===== src/rtl/booth_pkg.sv =====
// Shared definitions for the Booth capture multiplier.
//   state_t   : FSM state encoding (IDLE, WAIT_B, CALC, DONE)
//   WIDTH_DEF : default operand width, matching the pushbutton count width
package booth_pkg;

  localparam int WIDTH_DEF = 4;

  typedef enum logic [1:0] {
    IDLE   = 2'd0,
    WAIT_B = 2'd1,
    CALC   = 2'd2,
    DONE   = 2'd3
  } state_t;

endpackage


===== src/rtl/booth_step.sv =====
// One radix-2 Booth iteration, purely combinational.
//   acc    : WIDTH+1-bit accumulator (extra guard bit keeps -2^(W-1) multiplicands exact)
//   q      : multiplier / low product bits
//   q_m1   : bit shifted out of q on the previous step
//   m      : sign-extended multiplicand
//   *_n    : values after add/subtract and the arithmetic right shift
module booth_step #(
  parameter int WIDTH = 4
) (
  input  logic [WIDTH:0]   acc,
  input  logic [WIDTH-1:0] q,
  input  logic             q_m1,
  input  logic [WIDTH:0]   m,
  output logic [WIDTH:0]   acc_n,
  output logic [WIDTH-1:0] q_n,
  output logic             q_m1_n
);

  logic [WIDTH:0] sum;

  always_comb begin
    sum = acc;
    case ({q[0], q_m1})
      2'b01:   sum = acc + m;
      2'b10:   sum = acc - m;
      default: sum = acc;
    endcase
  end

  // Arithmetic shift of {sum, q, q_m1}: sum's MSB is replicated, q_m1 falls off the end.
  assign {acc_n, q_n, q_m1_n} = {sum[WIDTH], sum, q};

endmodule


===== src/rtl/booth_capture_mult.sv =====
// Captures two successive pushbutton counts (rising edges of valid) as signed
// operands A and B, multiplies them with a sequential radix-2 Booth loop
// (one step per clock) and presents the 2*WIDTH-bit signed product.
//   CLK, rst   : clock, synchronous active-high reset
//   count      : operand value from the pushbutton stage (signed)
//   valid      : "count final" flag, level or pulse; only its rising edge captures
//   operand_a  : captured multiplicand
//   operand_b  : captured multiplier
//   result     : product of the last completed multiplication
//   done       : one-cycle pulse when result updates
//   busy       : high while the Booth loop is iterating
//   wait_b     : high while A is held and B is awaited
module booth_capture_mult
  import booth_pkg::*;
#(
  parameter int WIDTH  = WIDTH_DEF,
  parameter int ITER_W = 3
) (
  input  logic                 CLK,
  input  logic                 rst,
  input  logic [WIDTH-1:0]     count,
  input  logic                 valid,
  output logic [WIDTH-1:0]     operand_a,
  output logic [WIDTH-1:0]     operand_b,
  output logic [2*WIDTH-1:0]   result,
  output logic                 done,
  output logic                 busy,
  output logic                 wait_b
);

  state_t state, next_state;

  logic              valid_d;
  logic              vrise;
  logic [WIDTH:0]    acc, acc_n, m;
  logic [WIDTH-1:0]  q, q_n;
  logic              q_m1, q_m1_n;
  logic [ITER_W-1:0] iter;
  logic              last_iter;

  // valid_d tracks valid every cycle, so a level that rose while we were
  // busy never turns into a late capture.
  assign vrise     = valid & ~valid_d;
  assign last_iter = (iter == ITER_W'(WIDTH-1));

  booth_step #(.WIDTH(WIDTH)) u_step (
    .acc    (acc),
    .q      (q),
    .q_m1   (q_m1),
    .m      (m),
    .acc_n  (acc_n),
    .q_n    (q_n),
    .q_m1_n (q_m1_n)
  );

  always_comb begin
    next_state = state;
    case (state)
      IDLE:    if (vrise) next_state = WAIT_B;
      WAIT_B:  if (vrise) next_state = CALC;
      CALC:    if (last_iter) next_state = DONE;
      DONE:    next_state = IDLE;
      default: next_state = IDLE;
    endcase
  end

  always_ff @(posedge CLK) begin
    if (rst) begin
      state     <= IDLE;
      valid_d   <= 1'b0;
      operand_a <= '0;
      operand_b <= '0;
      result    <= '0;
      done      <= 1'b0;
      busy      <= 1'b0;
      wait_b    <= 1'b0;
      acc       <= '0;
      q         <= '0;
      q_m1      <= 1'b0;
      m         <= '0;
      iter      <= '0;
    end else begin
      state   <= next_state;
      valid_d <= valid;
      done    <= 1'b0;
      case (state)
        IDLE: begin
          if (vrise) begin
            operand_a <= count;
            wait_b    <= 1'b1;
          end
        end
        WAIT_B: begin
          if (vrise) begin
            operand_b <= count;
            acc       <= '0;
            q         <= count;
            q_m1      <= 1'b0;
            m         <= {operand_a[WIDTH-1], operand_a};
            iter      <= '0;
            wait_b    <= 1'b0;
            busy      <= 1'b1;
          end
        end
        CALC: begin
          acc  <= acc_n;
          q    <= q_n;
          q_m1 <= q_m1_n;
          iter <= iter + 1'b1;
          // Drop busy together with leaving CALC so it tracks the loop exactly.
          if (last_iter) busy <= 1'b0;
        end
        DONE: begin
          result <= {acc[WIDTH-1:0], q};
          done   <= 1'b1;
          busy   <= 1'b0;
        end
        default: ;
      endcase
    end
  end

endmodule


===== config.mk =====
export PLATFORM = sky130hd
export DESIGN_NAME = booth_capture_mult
export DESIGN_NICKNAME = d
export VERILOG_FILES = /design/src/rtl/booth_pkg.sv /design/src/rtl/booth_step.sv /design/src/rtl/booth_capture_mult.sv
export SDC_FILE = /design/constraint.sdc
export NUM_CORES = 1
export LEC_CHECK = 0
export CAP_MARGIN = 40
export CELL_PAD_IN_SITES_DETAIL_PLACEMENT = 1
export CELL_PAD_IN_SITES_GLOBAL_PLACEMENT = 1
export CORE_MARGIN = 8
export CORE_UTILIZATION = 29
export DETAILED_ROUTE_END_ITERATION = 7
export PLACE_DENSITY = 0.68
export SLEW_MARGIN = 20
export SYNTH_ARGS = -nofsm -noshare
export SYNTH_HDL_FRONTEND = slang
export SYNTH_SLANG_ARGS = --single-unit

===== constraint.sdc =====
create_clock -name CLK -period 3.12 [get_ports CLK]
set_input_delay 0.468 -clock CLK [delete_from_list [all_inputs] [get_ports CLK]]
set_output_delay 0.468 -clock CLK [all_outputs]
set_load 0.02 [all_outputs]

# Word level (Yosys, flattened, before mapping)
# Index checks and enable logic that the tools add are counted.
totals:
  reg_bits: 39
  latch_bits: 0
  mem_bits_rw: 0
  rom_bits: 0
  input_bits: 7
  elab_cells: 55
  mem_count: 0
classes:
  add_sub_neg: 3
  multipliers: 0
  div_mod_pow: 0
  order_cmp: 0
  n_eq_ne: 9
  shifts: 0
  mux: 18
  n_bitwise: 2
  reduce_logical: 10
ops:
  columns: ["cell", "n"]
  rows:
  - ["$pmux 5 s2", 2]
  - ["$reduce_and 3->1", 3]
  - ["$pmux 2 s4", 1]
  - ["$pmux 4 s2", 1]
  - ["$eq 2x2->1 const B", 3]
  - ["$mux 2", 3]
  - ["$ne 2x2->1 const B", 3]
  - ["$pmux 3 s2", 1]
  - ["$reduce_and 2->1", 3]
  - ["$add 5x5->5", 1]
  - ["$mux 5", 1]
  - ["$sub 5x5->5", 1]
  - ["$eq 2x1->1 const B", 2]
  - ["$mux 1", 4]
  - ["$mux 4", 1]
  - ["$pmux 1 s2", 2]
  - ["$reduce_bool 2->1", 2]
  - ["$add 3x1->3 const B", 1]
  - ["$eq 3x2->1 const B", 1]
  - ["$mux 3", 1]
  - ["$pmux 1 s3", 1]
  - ["$reduce_bool 3->1", 1]
  - ["$logic_not 2->1", 1]
  - ["$and 1x1->1", 1]
  - ["$not 1->1", 1]

# Logic depth before layout (Yosys ltp)
logic_depth:
  depth_word: 4
  depth_mapped: 10

# By module
# From an unflattened synthesis, not the netlist that was laid out.
unflattened:
  hier_cells: 229
  area_unflattened_um2: 2019.4
by_module_without_submodules:
  columns: ["module", "instances", "cells_per_inst", "area_per_inst_um2", "seq_area_each_um2"]
  rows:
  - ["booth_capture_mult", 1, 181, 1669.1, 780.7]
  - ["booth_step", 1, 48, 350.3, 0.0]

# Worst setup path before layout
# Ideal clock, no wire load.
synth_timing:
  kind: "register -> register"
  from: "reg m[0]"
  to: "reg acc[3]"
  setup_ps: 74
  t_arrival_ps: 2260
  required_time_ps: 3046
  path_slack_ps: 785
  path_stages_with_launch: 10
  cell_sequence: "dfxtp_1 -> inv_1 -> ha_1 -> mux2_2 -> fa_1 -> nand2b_1 -> a21oi_4 -> xnor2_1 -> or4_1 -> a31oi_1"
synth_via:
  elab_chain_cells: 3
synth_lines:
  columns: ["item", "line_no", "source"]
  rows:
  - ["from (decl)", "booth_capture_mult.sv:35", "logic [WIDTH:0] acc, acc_n, m;"]
  - ["from (signal assigned)", "booth_capture_mult.sv:99", "m <= {operand_a[WIDTH-1], operand_a};"]
  - ["$sub 5x5->5 or $add 5x5->5 (tied branches)", "booth_step.sv:25, booth_step.sv:24", null]
  - ["$pmux 5 s2 *", "booth_step.sv:23", "case ({q[0], q_m1})"]
  - ["$pmux 5 s2 *", "booth_capture_mult.sv:86", "case (state)"]
  - ["to (signal assigned)", "booth_capture_mult.sv:106", "acc <= acc_n;"]
  - ["to (decl)", "booth_capture_mult.sv:35", null]
# Every way passes the cells marked *; elsewhere a longest branch is shown, timed or not.
# A chain may end at the register's enable or synchronous reset.

# Worst setup path after layout
layout_timing:
  from: "reg q[0]"
  to: "reg acc[3]"
layout_via:
  elab_chain_cells: 3
layout_lines:
  columns: ["item", "line_no", "source"]
  rows:
  - ["from (decl)", "booth_capture_mult.sv:36", "logic [WIDTH-1:0] q, q_n;"]
  - ["from (signal assigned)", "booth_capture_mult.sv:97", "q <= count;"]
  - ["from (signal assigned)", "booth_capture_mult.sv:107", "q <= q_n;"]
  - ["$eq 2x2->1 or $eq 2x1->1 (tied branches)", "booth_step.sv:23", null]
  - ["$pmux 5 s2 *", "booth_step.sv:23", null]
  - ["$pmux 5 s2 *", "booth_capture_mult.sv:86", null]
# Marked as above.

==> results.md <==
* Critical path arrival at 2740 ps
* Fin crit period at 2508 ps
* Initial antenna violation count at 0
* Setup Viol. Count Final at 0
* H-tree depth at 2
* Vias in the first global route at 1547
* Crit-path max FO at 5
* Worst Reg-to-Reg Cells at 8
* Maximum root-to-sink buffer count at 2
* Synthesized net count at 233
* Register bit total from synthesis at 38
* Cell count after synthesis at 212
* Root Driver: clkbuf_8
* Port Buffer Count at 25
* Nature of the critical path endpoint: flop
* Chip Height at 95.78 um
* Ant diodes at 0
* Max Cap Viol at 0
* First-pass GRT wire length at around 7400 um
* Post_cts resized at 0
* Die ar. at 0.009173 sq mm
* Number of synthesized flops with an enable pin at 0
* Clock network fraction of design power at 0.270
* Synthesized area at 0.001846 sq mm
* CP required at 3350 ps
* Largest net degree at the start of global routing at 24
* Hold WS at around 460 ps
* Synth top area share at 0.4122
* Initial drt markers at 49
* Crit-path slowest cell: fa_1
* Total gr overflow at 0
* Final Cycle Share at 0.8038
* Layout cells sized above 1 at 0.08085
* Worst hold path class: reg2reg
* Syn Area/Cell at 8.705 sq um
* Placer Congestion at 0.7397
* Area leader, netlist: dfxtp_1
* Gr usage total at 0.1048
* # nets final at 256
* Fmax at 398.7 MHz
* CP top delay family: adder cells
* CTS buffer count at 5
* ANT nets after route at 0
* Dpl hpwl at 3304 um
* Most common cell in the netlist: dfxtp_1
* Worst setup margin at 612.0 ps
* Yosys warns at 0
* Initial core utilization at 0.2957
* Leakage at 0.8022 nW
* Skew-Pair Late Insertion Delay at about 300 ps
* Area growth, synth to finish at 22.71%
* FP Rows at 29
* Critical path depth at 8
* Library cells used by synthesis at 38
* Setup Crit Path Kind: reg2reg
* TNS Setup at 0 ps
* Switching share of power at 0.3681
* P_sw at 0.6080 mW
* RSZ-0062 raised after global routing: false
* Die width at 95.78 um
* Internal at 1.044 mW
* CTS sink cnt at 38
* Dpl ws at 600.2 ps
* Slew HR at 0.5741
* Vias per cell at between 4 and 5
* Status: complete, no violations
* Final wirelength at approximately 4500 um
* Routed vias at 1532
* Drt first pass iters at 2
* DR WL/cell at 14.53 um
* Core footprint at ~0.0062 sq mm
* CP Launch Type: flop
* CP max stage delay at ~430 ps
* Fin. max-slew vios at 0
* Clk_skew at 5.501 ps
* Clock Pin Slew Worst Setup and Hold Paths at around 80 ps
* Worst-margin pin slew at approximately 640 ps
* Final hold violations at 0
* Peak supply drop at 334.8 uV
* Gate power share at 0.360
* Sequential area share after synthesis at 0.4122
* Async SR Flop Fraction at 0
* Cts hold-fix bufs at 0
* Seq pwr share at 0.370
* WHS Path Cells at 2
* Pwr Density at around 730 mW/mm^2
* Setup repair bufs after CTS at 0
* Top_reg_cell synth: dfxtp_1
* CP cell instances: ha_1 -> mux2_2 -> fa_1 -> nand2b_1 -> a21oi_4 -> xnor2_1 -> or4_1 -> a31oi_1
* Buf/Inv on CP at 0
* Synth top area cells: dfxtp_1 41%, ha_1 8.8%, mux2i_1 7.1%
* Synth cell count leaders: 38 x dfxtp_1, 31 x nor2_1, 18 x nand2_1, 17 x a21oi_1
* DRC Markers at 0
* CTS tree: yes
* Top-Level Pins at 26
## cell type report
| class | count | area [sq um] |
|---|---|---|
| fillers | 757 | 3976 |
| multi-input cells | 151 | 984.7 |
| flip-flops and latches | 38 | 760.7 |
| repair buffers | 27 | 265.3 |
| well taps | 77 | 96.34 |
| clock buffers | 6 | 82.58 |
| inverters | 12 | 45.04 |
| clock inverters | 1 | 30.03 |
## layout by cell type (no fill, tap or decap), drive strengths merged, types with 3 or more instances in the layout
| master | n |
|---|---|
| a211oi | 5 |
| mux2i | 13 |
| dfxtp | 38 |
| a21oi | 19 |
| nand2b | 3 |
| clkbuf | 6 |
| nor2b | 3 |
| clkdlybuf4s50 | 25 |
| ha | 13 |
| o21ai | 8 |
| inv | 12 |
| nand3 | 13 |
| a22oi | 4 |
| nor2 | 31 |
| xnor2 | 4 |
| nand2 | 19 |
## final timing paths
check                                    end         start  slack [ps]
worst min register to register  operand_b[3]  operand_b[3]         460
worst max-delay path                  acc[3]          q[0]         610
worst min-delay path            operand_b[3]  operand_b[3]         460
worst max register to register        acc[3]          q[0]         610
## registers in the layout, summed over array words and instances, names as in the netlist
signal,flops
busy,1
q_m1,1
operand_b,4
wait_b,1
acc,4
valid_d,1
result,8
iter,3
m,4
q,4
operand_a,4
state,2
done,1
## power by group through the flow
stage	clock [mW]	combinational, mW	sequential (mW)
floorplan	0	0.406	0.640
finish	0.446	0.594	0.611
CTS	0.455	0.604	0.612
global placement	0	0.591	0.621
global route	0.472	0.662	0.623
detailed placement	0	0.602	0.623
## stage by stage
stage | util | area [sq um] | power [mW] | instances
floorplan | - | 1846 | 1.047 | 212
global placement | 0.3448 | 2152 | 1.212 | 305
detailed placement | 0.3448 | 2152 | 1.226 | 305
CTS | 0.3629 | 2265 | 1.672 | 312
global route | 0.3629 | 2265 | 1.757 | 312
finish | 0.3629 | 2265 | 1.652 | 312
## routing by layer
layer | GRT usage | up-vias | part of all wire
met5 | 0 | - | 0
met4 | 0.05378 | 0 | 0.018
met3 | 0.02652 | 7 | 0.037
met2 | 0.1743 | 21 | 0.46
met1 | 0.1219 | 738 | 0.49
li1 | - | 766 | -
## cells by family after synthesis
| family | Yosys count | share of synthesized area |
|---|---|---|
| AO/OA/AOI/OAI | 44 | 0.1573 |
| XOR/XNOR | 5 | 0.02373 |
| adder cells (fa/ha/maj) | 14 | 0.09899 |
| buffers and inverters | 23 | 0.05424 |
| flip-flops | 38 | 0.4122 |
| multiplexers | 14 | 0.07661 |
| AND/OR/NAND/NOR | 74 | 0.1769 |
## worst register-to-register path, cell delays in order, from the launching register on
cell,delay (ps)
dfxtp_1,380
ha_1,270
mux2_2,390
fa_1,430
nand2b_1,190
a21oi_4,130
xnor2_1,90
or4_1,400
a31oi_1,160
(Power assumes the default switching activity.)
